### config.mk
export PLATFORM = sky130hd
export DESIGN_NAME = vga_timing_gen
export DESIGN_NICKNAME = d
export VERILOG_FILES = /design/src/rtl/vga_timing_gen.sv
export SDC_FILE = /design/constraint.sdc
export NUM_CORES = 1
export LEC_CHECK = 0
export ABC_AREA = 1
export BUFFER_PORTS_ARGS = -buffer_cell sky130_fd_sc_hd__buf_4
export CAP_MARGIN = 10
export CORE_MARGIN = 2
export CORE_UTILIZATION = 29
export DETAILED_ROUTE_END_ITERATION = 10
export GPL_ROUTABILITY_DRIVEN = 0
export PLACE_DENSITY = 0.53
export SYNTH_ARGS = -nofsm -noshare
export SYNTH_HDL_FRONTEND = slang
export SYNTH_SLANG_ARGS = --single-unit
### constraint.sdc
create_clock -name clk_pix -period 5 [get_ports clk_pix]
set_input_delay 0.5 -clock clk_pix [delete_from_list [all_inputs] [get_ports clk_pix]]
set_output_delay 0.5 -clock clk_pix [all_outputs]
set_load 0.02 [all_outputs]
### src/rtl/vga_timing_gen.sv
// Raster timing generator: pixel position, sync, blanking, strobes, frame count.
// Ports: clk_pix, rst (sync, active-high), en; sx/sy, hsync/vsync, de,
//   hblank/vblank, line_start/frame_start, frame_cnt -- all registered.
module vga_timing_gen #(
   parameter int H_ACTIVE = 640,
   parameter int H_FP     = 16,
   parameter int H_SYNC   = 96,
   parameter int H_BP     = 48,
   parameter int V_ACTIVE = 480,
   parameter int V_FP     = 10,
   parameter int V_SYNC   = 2,
   parameter int V_BP     = 33,
   parameter int H_POL    = 0,
   parameter int V_POL    = 0,
   parameter int CORDW    = 10,
   parameter int FCW      = 8
) (
   input  logic             clk_pix,
   input  logic             rst,
   input  logic             en,
   output logic [CORDW-1:0] sx,
   output logic [CORDW-1:0] sy,
   output logic             hsync,
   output logic             vsync,
   output logic             de,
   output logic             hblank,
   output logic             vblank,
   output logic             line_start,
   output logic             frame_start,
   output logic [FCW-1:0]   frame_cnt
);

   localparam int H_TOTAL = H_ACTIVE + H_FP + H_SYNC + H_BP;
   localparam int V_TOTAL = V_ACTIVE + V_FP + V_SYNC + V_BP;

   if (H_ACTIVE < 1 || H_FP < 1 || H_SYNC < 1 || H_BP < 1 ||
       V_ACTIVE < 1 || V_FP < 1 || V_SYNC < 1 || V_BP < 1) begin : g_chk_min
      $error("vga_timing_gen: timing parameters must be >= 1");
   end
   if (H_TOTAL > (1 << CORDW) || V_TOTAL > (1 << CORDW)) begin : g_chk_width
      $error("vga_timing_gen: CORDW too small for H_TOTAL/V_TOTAL");
   end

   localparam logic [CORDW-1:0] H_LAST = CORDW'(H_TOTAL - 1);
   localparam logic [CORDW-1:0] V_LAST = CORDW'(V_TOTAL - 1);
   localparam logic [CORDW-1:0] HA_C   = CORDW'(H_ACTIVE);
   localparam logic [CORDW-1:0] VA_C   = CORDW'(V_ACTIVE);
   localparam logic [CORDW-1:0] HS_BEG = CORDW'(H_ACTIVE + H_FP);
   localparam logic [CORDW-1:0] HS_END = CORDW'(H_ACTIVE + H_FP + H_SYNC - 1);
   localparam logic [CORDW-1:0] VS_BEG = CORDW'(V_ACTIVE + V_FP);
   localparam logic [CORDW-1:0] VS_END = CORDW'(V_ACTIVE + V_FP + V_SYNC - 1);
   localparam logic             HP     = (H_POL != 0);
   localparam logic             VP     = (V_POL != 0);

   typedef enum logic {IDLE, RUN} state_t;

   state_t           state_q, state_d;
   logic [CORDW-1:0] sx_d, sy_d;
   logic [FCW-1:0]   fc_d;
   logic             hs_d, vs_d, hb_d, vb_d;

   // Next position is decoded here so every registered flag lines up
   // with the coordinates loaded on the same edge.
   always_comb begin
      state_d = state_q;
      sx_d    = sx;
      sy_d    = sy;
      fc_d    = frame_cnt;
      unique case (state_q)
         IDLE: begin
            state_d = RUN;
            sx_d    = '0;
            sy_d    = '0;
         end
         RUN: begin
            if (sx == H_LAST) begin
               sx_d = '0;
               if (sy == V_LAST) begin
                  sy_d = '0;
                  fc_d = frame_cnt + FCW'(1);
               end else begin
                  sy_d = sy + CORDW'(1);
               end
            end else begin
               sx_d = sx + CORDW'(1);
            end
         end
      endcase
      hb_d = (sx_d >= HA_C);
      vb_d = (sy_d >= VA_C);
      hs_d = (sx_d >= HS_BEG) && (sx_d <= HS_END);
      vs_d = (sy_d >= VS_BEG) && (sy_d <= VS_END);
   end

   always_ff @(posedge clk_pix) begin
      if (rst) begin
         state_q     <= IDLE;
         sx          <= '0;
         sy          <= '0;
         hsync       <= ~HP;
         vsync       <= ~VP;
         de          <= 1'b0;
         hblank      <= 1'b0;
         vblank      <= 1'b0;
         line_start  <= 1'b0;
         frame_start <= 1'b0;
         frame_cnt   <= '0;
      end else if (en) begin
         state_q     <= state_d;
         sx          <= sx_d;
         sy          <= sy_d;
         hsync       <= hs_d ? HP : ~HP;
         vsync       <= vs_d ? VP : ~VP;
         de          <= ~hb_d & ~vb_d;
         hblank      <= hb_d;
         vblank      <= vb_d;
         line_start  <= (sx_d == '0);
         frame_start <= (sx_d == '0) && (sy_d == '0);
         frame_cnt   <= fc_d;
      end
   end

endmodule

# Yosys cells after proc, flatten, opt, wreduce, memory -nomap -nowiden
# Cells that the tools add are included.
[totals] word_cells=39 input_bits=3 output_inout_bits=35 regBits=36
[classes] n_mux=7 magnitude_cmp=6 eq_ne=2 n_bitwise=4 n_reduce_logical=6 addsub=3
[op_table] op="$pmux W10 S2" count=2
[op_table] op="$mux W10" count=3
[op_table] op="$add A10 B1 Y10 const B" count=2
[op_table] op="$eq A10 B10 Y1 const B" count=2
[op_table] op="$ge A10 B10 Y1 const B" count=2
[op_table] op="$ge A10 B9 Y1 const B" count=2
[op_table] op="$logic_not A10 Y1" count=2
[op_table] op="$le A10 B10 Y1 const B" count=1
[op_table] op="$le A10 B9 Y1 const B" count=1
[op_table] op="$add A8 B1 Y8 const B" count=1
[op_table] op="$reduce_and A4 Y1" count=1
[op_table] op="$logic_and A1 B1 Y1" count=3
[op_table] op="$not A1 Y1" count=3
[op_table] op="$mux W1" count=2
[op_table] op="$and A1 B1 Y1" count=1

# Depth between registers and ports, before layout
# Gate-level depths: netlist of run 1.
[depth] word_depth=7 ltp_mapped=13 mapped_depth_nobuf=13

# Worst setup path after synthesis of run 1
# OpenSTA, ideal clock, no wires.
[synth_path] path_kind="reg2reg" startpoint="reg sx[0]" endpoint="reg de" setup_time_ps=134 path_slack_ps=3093 period_less_slack_ps=1907 path_stages_with_launch=12 t_required_ps=4866 arrival_time_ps=1773 n_path_buf=1 path_cell_list="dfxtp_1 ha_1 nand2_2 nor2_8 nand2_4 buf_6 o21bai_2 nand3_2 nor2_1 nand2_1 nand3_1 a21oi_1"
[synth_between] elab_chain_len=6 word_cells_on_any_way=11 classes_between="add/sub (1); order compare (2); eq/ne (1); mux (4); bitwise (3)"
[synth_lines] element="start: declaration" line="21" text="output logic [CORDW-1:0] sx,"
[synth_lines] element="start signal: assignment" line="98" text="sx <= '0;"
[synth_lines] element="start signal: assignment" line="110" text="sx <= sx_d;"
[synth_lines] element="$add A10 B1 Y10 / $eq A10 B10 Y1 (equally long branches)" line="85, 76"
[synth_lines] element="$mux W10" line="76" text="if (sx == H_LAST) begin"
[synth_lines] element="$pmux W10 S2" line="69" text="unique case (state_q)"
[synth_lines] element="$ge A10 B10 Y1 / $ge A10 B9 Y1 (equally long branches)" line="89, 90"
[synth_lines] element="$not A1 Y1" line="114" text="de <= ~hb_d & ~vb_d;"
[synth_lines] element="$and A1 B1 Y1 (*)" line="114"
[synth_lines] element="end signal: assignment" line="114"
[synth_lines] element="end: declaration" line="25" text="output logic de,"
# Every way passes the cells marked *; elsewhere a longest branch is shown, timed or not.
# A chain may end at the register's enable or synchronous reset.

# Worst setup path after layout of run 1
[layout_path] startpoint="reg sx[0]" endpoint="reg frame_start"
[layout_between] elab_chain_len=5 word_cells_on_any_way=9 classes_between="add/sub (1); eq/ne (1); mux (4); reduce/logical (3)"
[layout_lines] element="$add A10 B1 Y10 / $eq A10 B10 Y1 (equally long branches)" line="85, 76"
[layout_lines] element="$mux W10" line="76"
[layout_lines] element="$pmux W10 S2" line="69"
[layout_lines] element="$logic_not A10 Y1" line="118" text="frame_start <= (sx_d == '0) && (sy_d == '0);"
[layout_lines] element="$logic_and A1 B1 Y1 (*)" line="118"
[layout_lines] element="end signal: assignment" line="118"
[layout_lines] element="end: declaration" line="29" text="output logic frame_start,"
# Marked as above.

==> flow_summary.toml, run 1 <==
[sta]
rsz0062_at_grt = "false"
finalHoldViolations = 0
setup_viol = 0
tns_ps = 0
skew_ps = 3.52
finalWorstSetupSlack_ps = 2870
drv_slew = 0
min_period_over_period = 0.426
max_freq_ghz = 0.470
tightestPinTransition_ps = 601
holdWs_ps = 484
slew_headroom = 0.599
min_period_ps = 2130

[synthesis]
netlist_area_um2 = 2190
syn_inst = 337
synth_edf_count = 0
synth_top_family_by_area = "simple AND/OR/NAND/NOR gates"
synthFlopType = "dfxtp_1"
syn_nets = 344
synthArstFlopShare = 0
yosys.area_share.xor_xnor = 0.0120
synth_cell_type_count = 31
ys_seq_area_frac = 0.329
synth_compound_area_frac = 0.165
synth-simple-area-share = 0.383
syn-mean-instance-area_um2 = 6.49
yosys_register_bits = 36
synth_mux_area_frac = 0
synth_warnings = 0
synthAdderAreaFrac = 0.0229

[detailed_routing]
wl_per_cell_um = 13.2
drt-initial-drc-count = 181
viasPerCell = 4.83
dr.pass1.iters = 4
antenna_left = 0
routed_wl_mm = 6.19
num_vias = 2266
drc = 0

[die]
rows = 31
initial_core_util = 0.300
coreArea_um2 = 7290
design.die.area_um2 = 8260
boundaryPins = 38
die-width_um = 90.9
die_y_um = 90.9

[power]
peakVddDrop_mv = 0.0978
p_leak_nw = 1.17
p_per_area_nw_per_um2 = 257

[run_status]
status = "complete, no violations"

[global_route]
grt_pass1_vias = 2152
grt_max_degree = 44
antenna_found_initial = 0
grt_overflow_total = 0
grt_pass1_wl_mm = 10.4
grt_util_all_layers = 0.157

[clocking]
cts_setup_buffers = 0
clk_latency_ps = 290
cts-root-buf = "clkbuf_8"
cts_htree_levels = 2
clkTransAtPathRegs_ps = 70
clockBufferDepth = 2
holdBufCountCts = 0
cts-buffers-inserted = 5
cts_resized = 0
cts_tree = "built"
clock_sinks = 36

[critical_path]
critPathTopFamily = "simple AND/OR/NAND/NOR gates"
reg2reg_depth = 11
cp_num_cells = 11
crit_slowest_cell = "dfxtp_1"
crit_path_start_kind = "register"
required_ps = 5230
r2r-end = "frame_start$_SDFFE_PP0P_"
path_class = "register to register"
crit_fanout = 14
crit_buf_inv = 1
crit_end = "frame_start$_SDFFE_PP0P_"
critPathMaxStageDelay_ps = 470
crit_top_cell = "nand3_1"
crit_path_start = "sx[0]$_SDFFE_PP0P_"
r2r_slack_ps = 2870
r2r_start = "sx[0]$_SDFFE_PP0P_"
cp_cell_sequence = "ha_1 > nand2_2 > nor2_8 > nand2_4 > nand2_2 > inv_1 > nand3_1 > nand3_1 > nor2_2 > nand3_1 > a21oi_2"
endpoint_kind = "register"
cp_data_arrival_time_ps = 2360

[placement]
port_buffers = 37
preCtsSetupSlack_ps = 2880
place_area_um2 = 2540
hpwl_mm = 4.63
dp_cells = 461

[final_layout]
final_cell_count_no_fill = 469
diodes = 0
finalNetCount = 376
layout-drive-gt1-share = 0.173
nFillCells = 814
syn2layout_area_growth_pct = 20.8
fin_area_um2 = 2640

[run]
cap_violations = 0

[min_path]
min_from = "de$_SDFFE_PP0P_"
hold_class = "register to register"
[area by class of cell]
cell class | count | area [µm²] | share of cell area
well taps | 99 | 124 | 0.0469
clock inverters | 2 | 35.0 | 0.0133
inverters | 37 | 139 | 0.0525
repair buffers | 37 | 278 | 0.105
flip-flops and latches | 36 | 721 | 0.273
multi-input cells | 252 | 1270 | 0.482
clock buffers | 6 | 72.6 | 0.0274
[cells by family (layout without fill, tap and decap cells)]
group	Yosys count	count (layout)
buf+inv	49	82
fa+ha+maj	4	4
flops	36	36
simple gates	177	177
xor+xnor	3	3
compound gates	68	68
[worst min-delay path by stage]
stage                                 to  slack, ps  cells past startpoint
finish                   de$_SDFFE_PP0P_        480                      2
CTS                      de$_SDFFE_PP0P_        490                      2
floorplan           state_q$_SDFFE_PP0P_        530                      2
global placement         de$_SDFFE_PP0P_        470                      2
detailed placement       de$_SDFFE_PP0P_        480                      2
global route             de$_SDFFE_PP0P_        510                      2
[report_power, final]
part / leakage [nW] / switching [mW] / total (mW) / internal [mW]
registers: 0.296 / 0.0201 / 0.320 / 0.300
logic: 0.818 / 0.0640 / 0.101 / 0.0370
clock network: 0.0552 / 0.109 / 0.257 / 0.148
total: 1.17 / 0.193 / 0.678 / 0.485
[placed cells by master, fill, tap and decap left out, drive strengths merged]
master,count
bufinv,1
buf,37
o21a,1
nor3,3
nand4,11
a211oi,3
ha,4
nor3b,2
nand2,87
clkbuf,6
inv,37
a21oi,35
dfxtp,36
xor2,3
nand3b,1
nand3,30
nor2,42
and2,1
o21bai,1
clkinv,1
o21ai,28
[worst min-delay path, stage by stage (launching register included)]
cell and delay [ps]:
dfxtp_1 320, nand2_1 60, a21oi_1 60
[layer usage]
layer / up-vias / track usage / wire length (µm)
met5: - / 0 / 0
met4: 0 / 0.0593 / 127
met3: 9 / 0.0292 / 272
met2: 51 / 0.258 / 2920
met1: 1036 / 0.204 / 2870
li1: 1170 / - / -
[flip-flops by register name, indices dropped and copies added (netlist names)]
| signal | flops |
|---|---|
| sx | 10 |
| sy | 10 |
| frame_cnt | 8 |
| de | 1 |
| frame_start | 1 |
| hblank | 1 |
| hsync | 1 |
| line_start | 1 |
| state_q | 1 |
| vblank | 1 |
| vsync | 1 |
[per-stage QoR]
stage,total power [mW],utilization
2_1_floorplan,0.390,-
3_3_place_gp,0.429,0.348
3_5_place_dp,0.428,0.348
4_1_cts,0.687,0.363
5_1_grt,0.714,0.363
6_report,0.678,0.363
[Yosys cell counts, types with 2 or more instances]
| library cell | n | area, µm² |
|---|---|---|
| a211oi_1 | 3 | 22.5 |
| a21oi_1 | 34 | 170 |
| clkbuf_1 | 10 | 37.5 |
| dfxtp_1 | 36 | 721 |
| ha_1 | 4 | 50.1 |
| inv_1 | 35 | 131 |
| inv_2 | 2 | 7.51 |
| nand2_1 | 84 | 315 |
| nand2_2 | 2 | 12.5 |
| nand3_1 | 27 | 135 |
| nand3_2 | 3 | 30.0 |
| nand4_1 | 11 | 68.8 |
| nor2_1 | 34 | 128 |
| nor2_2 | 3 | 18.8 |
| nor2_4 | 4 | 45.0 |
| nor3_1 | 2 | 10.0 |
| o21ai_0 | 26 | 130 |
| o21ai_1 | 2 | 10.0 |
| xor2_1 | 3 | 26.3 |
Power figures use the tool's default switching activity.
==> run 2, diff against run 1 <==
==> constraint.sdc (replaced) <==
create_clock -name clk_pix -period 2 [get_ports clk_pix]
set_input_delay 0.2 -clock clk_pix [delete_from_list [all_inputs] [get_ports clk_pix]]
set_output_delay 0.2 -clock clk_pix [all_outputs]
set_load 0.02 [all_outputs]
==> run 2 against run 1 <==
Sequential share of layout area is 1.6 points lower. Non-clock buffer count up 18. Critical path depth up 1. Hold slack got worse by 280 ps. First-iteration DRC count shrank 41%. Clock skew increased by 5.1 ps. Highest routed layer unchanged.
==> flow_summary.toml, run 2 (synthesis gave the netlist of run 1 again) <==
[sta]
setup_viol = 0
min_period_ps = 1860
min_period_over_period = 0.931
holdWs_ps = 204
rsz0062_at_grt = "false"
finalHoldViolations = 0
finalWorstSetupSlack_ps = 138
max_freq_ghz = 0.537
drv_slew = 0
tns_ps = 0
skew_ps = 8.61
tightestPinTransition_ps = 360
slew_headroom = 0.760

[critical_path]
r2r-end = "frame_start$_SDFFE_PP0P_"
required_ps = 2230
critPathMaxStageDelay_ps = 340
endpoint_kind = "register"
path_class = "register to register"
crit_end = "frame_start$_SDFFE_PP0P_"
r2r_slack_ps = 140
reg2reg_depth = 12
crit_path_start = "sx[1]$_SDFFE_PP0P_"
r2r_start = "sx[1]$_SDFFE_PP0P_"
crit_slowest_cell = "dfxtp_1"
crit_fanout = 6
crit_buf_inv = 1
crit_top_cell = "nand2_1"
cp_cell_sequence = "ha_2 > nand2_2 > nor2_8 > buf_4 > nand2_1 > o21ai_1 > nand2_1 > nand2_1 > nand3_1 > nor2_2 > nand3_1 > a21oi_2"
critPathTopFamily = "simple AND/OR/NAND/NOR gates"
cp_num_cells = 12
cp_data_arrival_time_ps = 2090
crit_path_start_kind = "register"

[placement]
preCtsSetupSlack_ps = 42.2
port_buffers = 37
dp_cells = 473
place_area_um2 = 2630
hpwl_mm = 4.70

[clocking]
clkTransAtPathRegs_ps = 70
clock_sinks = 36
cts-root-buf = "clkbuf_8"
cts_tree = "built"
cts_htree_levels = 2
holdBufCountCts = 0
cts-buffers-inserted = 5
clk_latency_ps = 290
clockBufferDepth = 2

[final_layout]
final_common_cell = "nand2_1"
syn2layout_area_growth_pct = 28.7
fin_area_um2 = 2820
layout-drive-gt1-share = 0.235
finalCoreUtilization = 0.386
reg_top3 = "sx: 10 flops, sy: 10 flops, frame_cnt: 8 flops"
final_cell_count_no_fill = 487
final_cell_mix = "nand2_1, buf_4, inv_1, dfxtp_1, a21oi_1"
diodes = 0
finalNetCount = 394

[detailed_routing]
wl_per_cell_um = 12.7
drt-initial-drc-count = 107
viasPerCell = 4.78
dr.pass1.iters = 4
routed_wl_mm = 6.19
drc = 0
antenna_left = 0
num_vias = 2326

[power]
power.share.clock = 0.376
power_mw = 1.73
p_leak_nw = 1.25
p_per_area_nw_per_um2 = 613
intPower_mw = 1.23
peakVddDrop_mv = 0.303
p_comb_frac = 0.169
p_sw_mw = 0.495
switching_share = 0.287
p_seq_frac = 0.456

[run]
cap_violations = 0

[global_route]
grt_pass1_wl_mm = 10.2
grt_util_all_layers = 0.151
grt_overflow_total = 0
grt_pass1_vias = 2145
antenna_found_initial = 0
grt_max_degree = 28

[die]
coreArea_um2 = 7290
design.die.area_um2 = 8260
rows = 31
initial_core_util = 0.300
boundaryPins = 38
die_y_um = 90.9
die-width_um = 90.9

[min_path]
hold_class = "primary input to register"

[run_status]
status = "complete, no violations"
-- run 2: worst min path at each step --
stage / startpoint / endpoint / slack, ps / cells past startpoint
3_5_place_dp: vsync$_SDFFE_PP1P_ / vsync$_SDFFE_PP1P_ / 470 / 2
2_1_floorplan: rst / frame_cnt[7]$_SDFFE_PP0P_ / 530 / 2
3_3_place_gp: vsync$_SDFFE_PP1P_ / vsync$_SDFFE_PP1P_ / 470 / 2
6_report: rst / frame_start$_SDFFE_PP0P_ / 200 / 2
5_1_grt: rst / frame_start$_SDFFE_PP0P_ / 210 / 2
4_1_cts: rst / frame_start$_SDFFE_PP0P_ / 190 / 2
-- run 2: timing repair --
action / 4_1_cts / 5_1_grt
gates resized for setup: 0 / 10
setup endpoints to repair: 0 / 7
setup buffers: 0 / 6
-- run 2: layout make-up --
class | instances | area, µm²
fill | 813 | 4480
multi-input combinational | 252 | 1310
sequential | 36 | 722
timing repair buffer | 55 | 413
inverter | 37 | 139
tap | 99 | 124
clock buffer | 6 | 72.6
clock inverter | 2 | 35.0
-- run 2: power by group through the flow --
stage                     clock network, mW  logic (mW)  registers [mW]
final                                 0.648       0.291           0.787
after CTS                             0.668       0.287           0.785
after detailed placement                  0       0.286           0.802
after global placement                    0       0.289           0.802
after floorplan                           0       0.137           0.838
after global routing                  0.690       0.325           0.792
-- run 2: routing by layer --
layer  vias up  routed length, µm  track usage
li1       1208                  -            -
met1      1042               2890        0.200
met2        65               2890        0.244
met3        11                296       0.0259
met4         0                120       0.0593
met5         -                  0            0
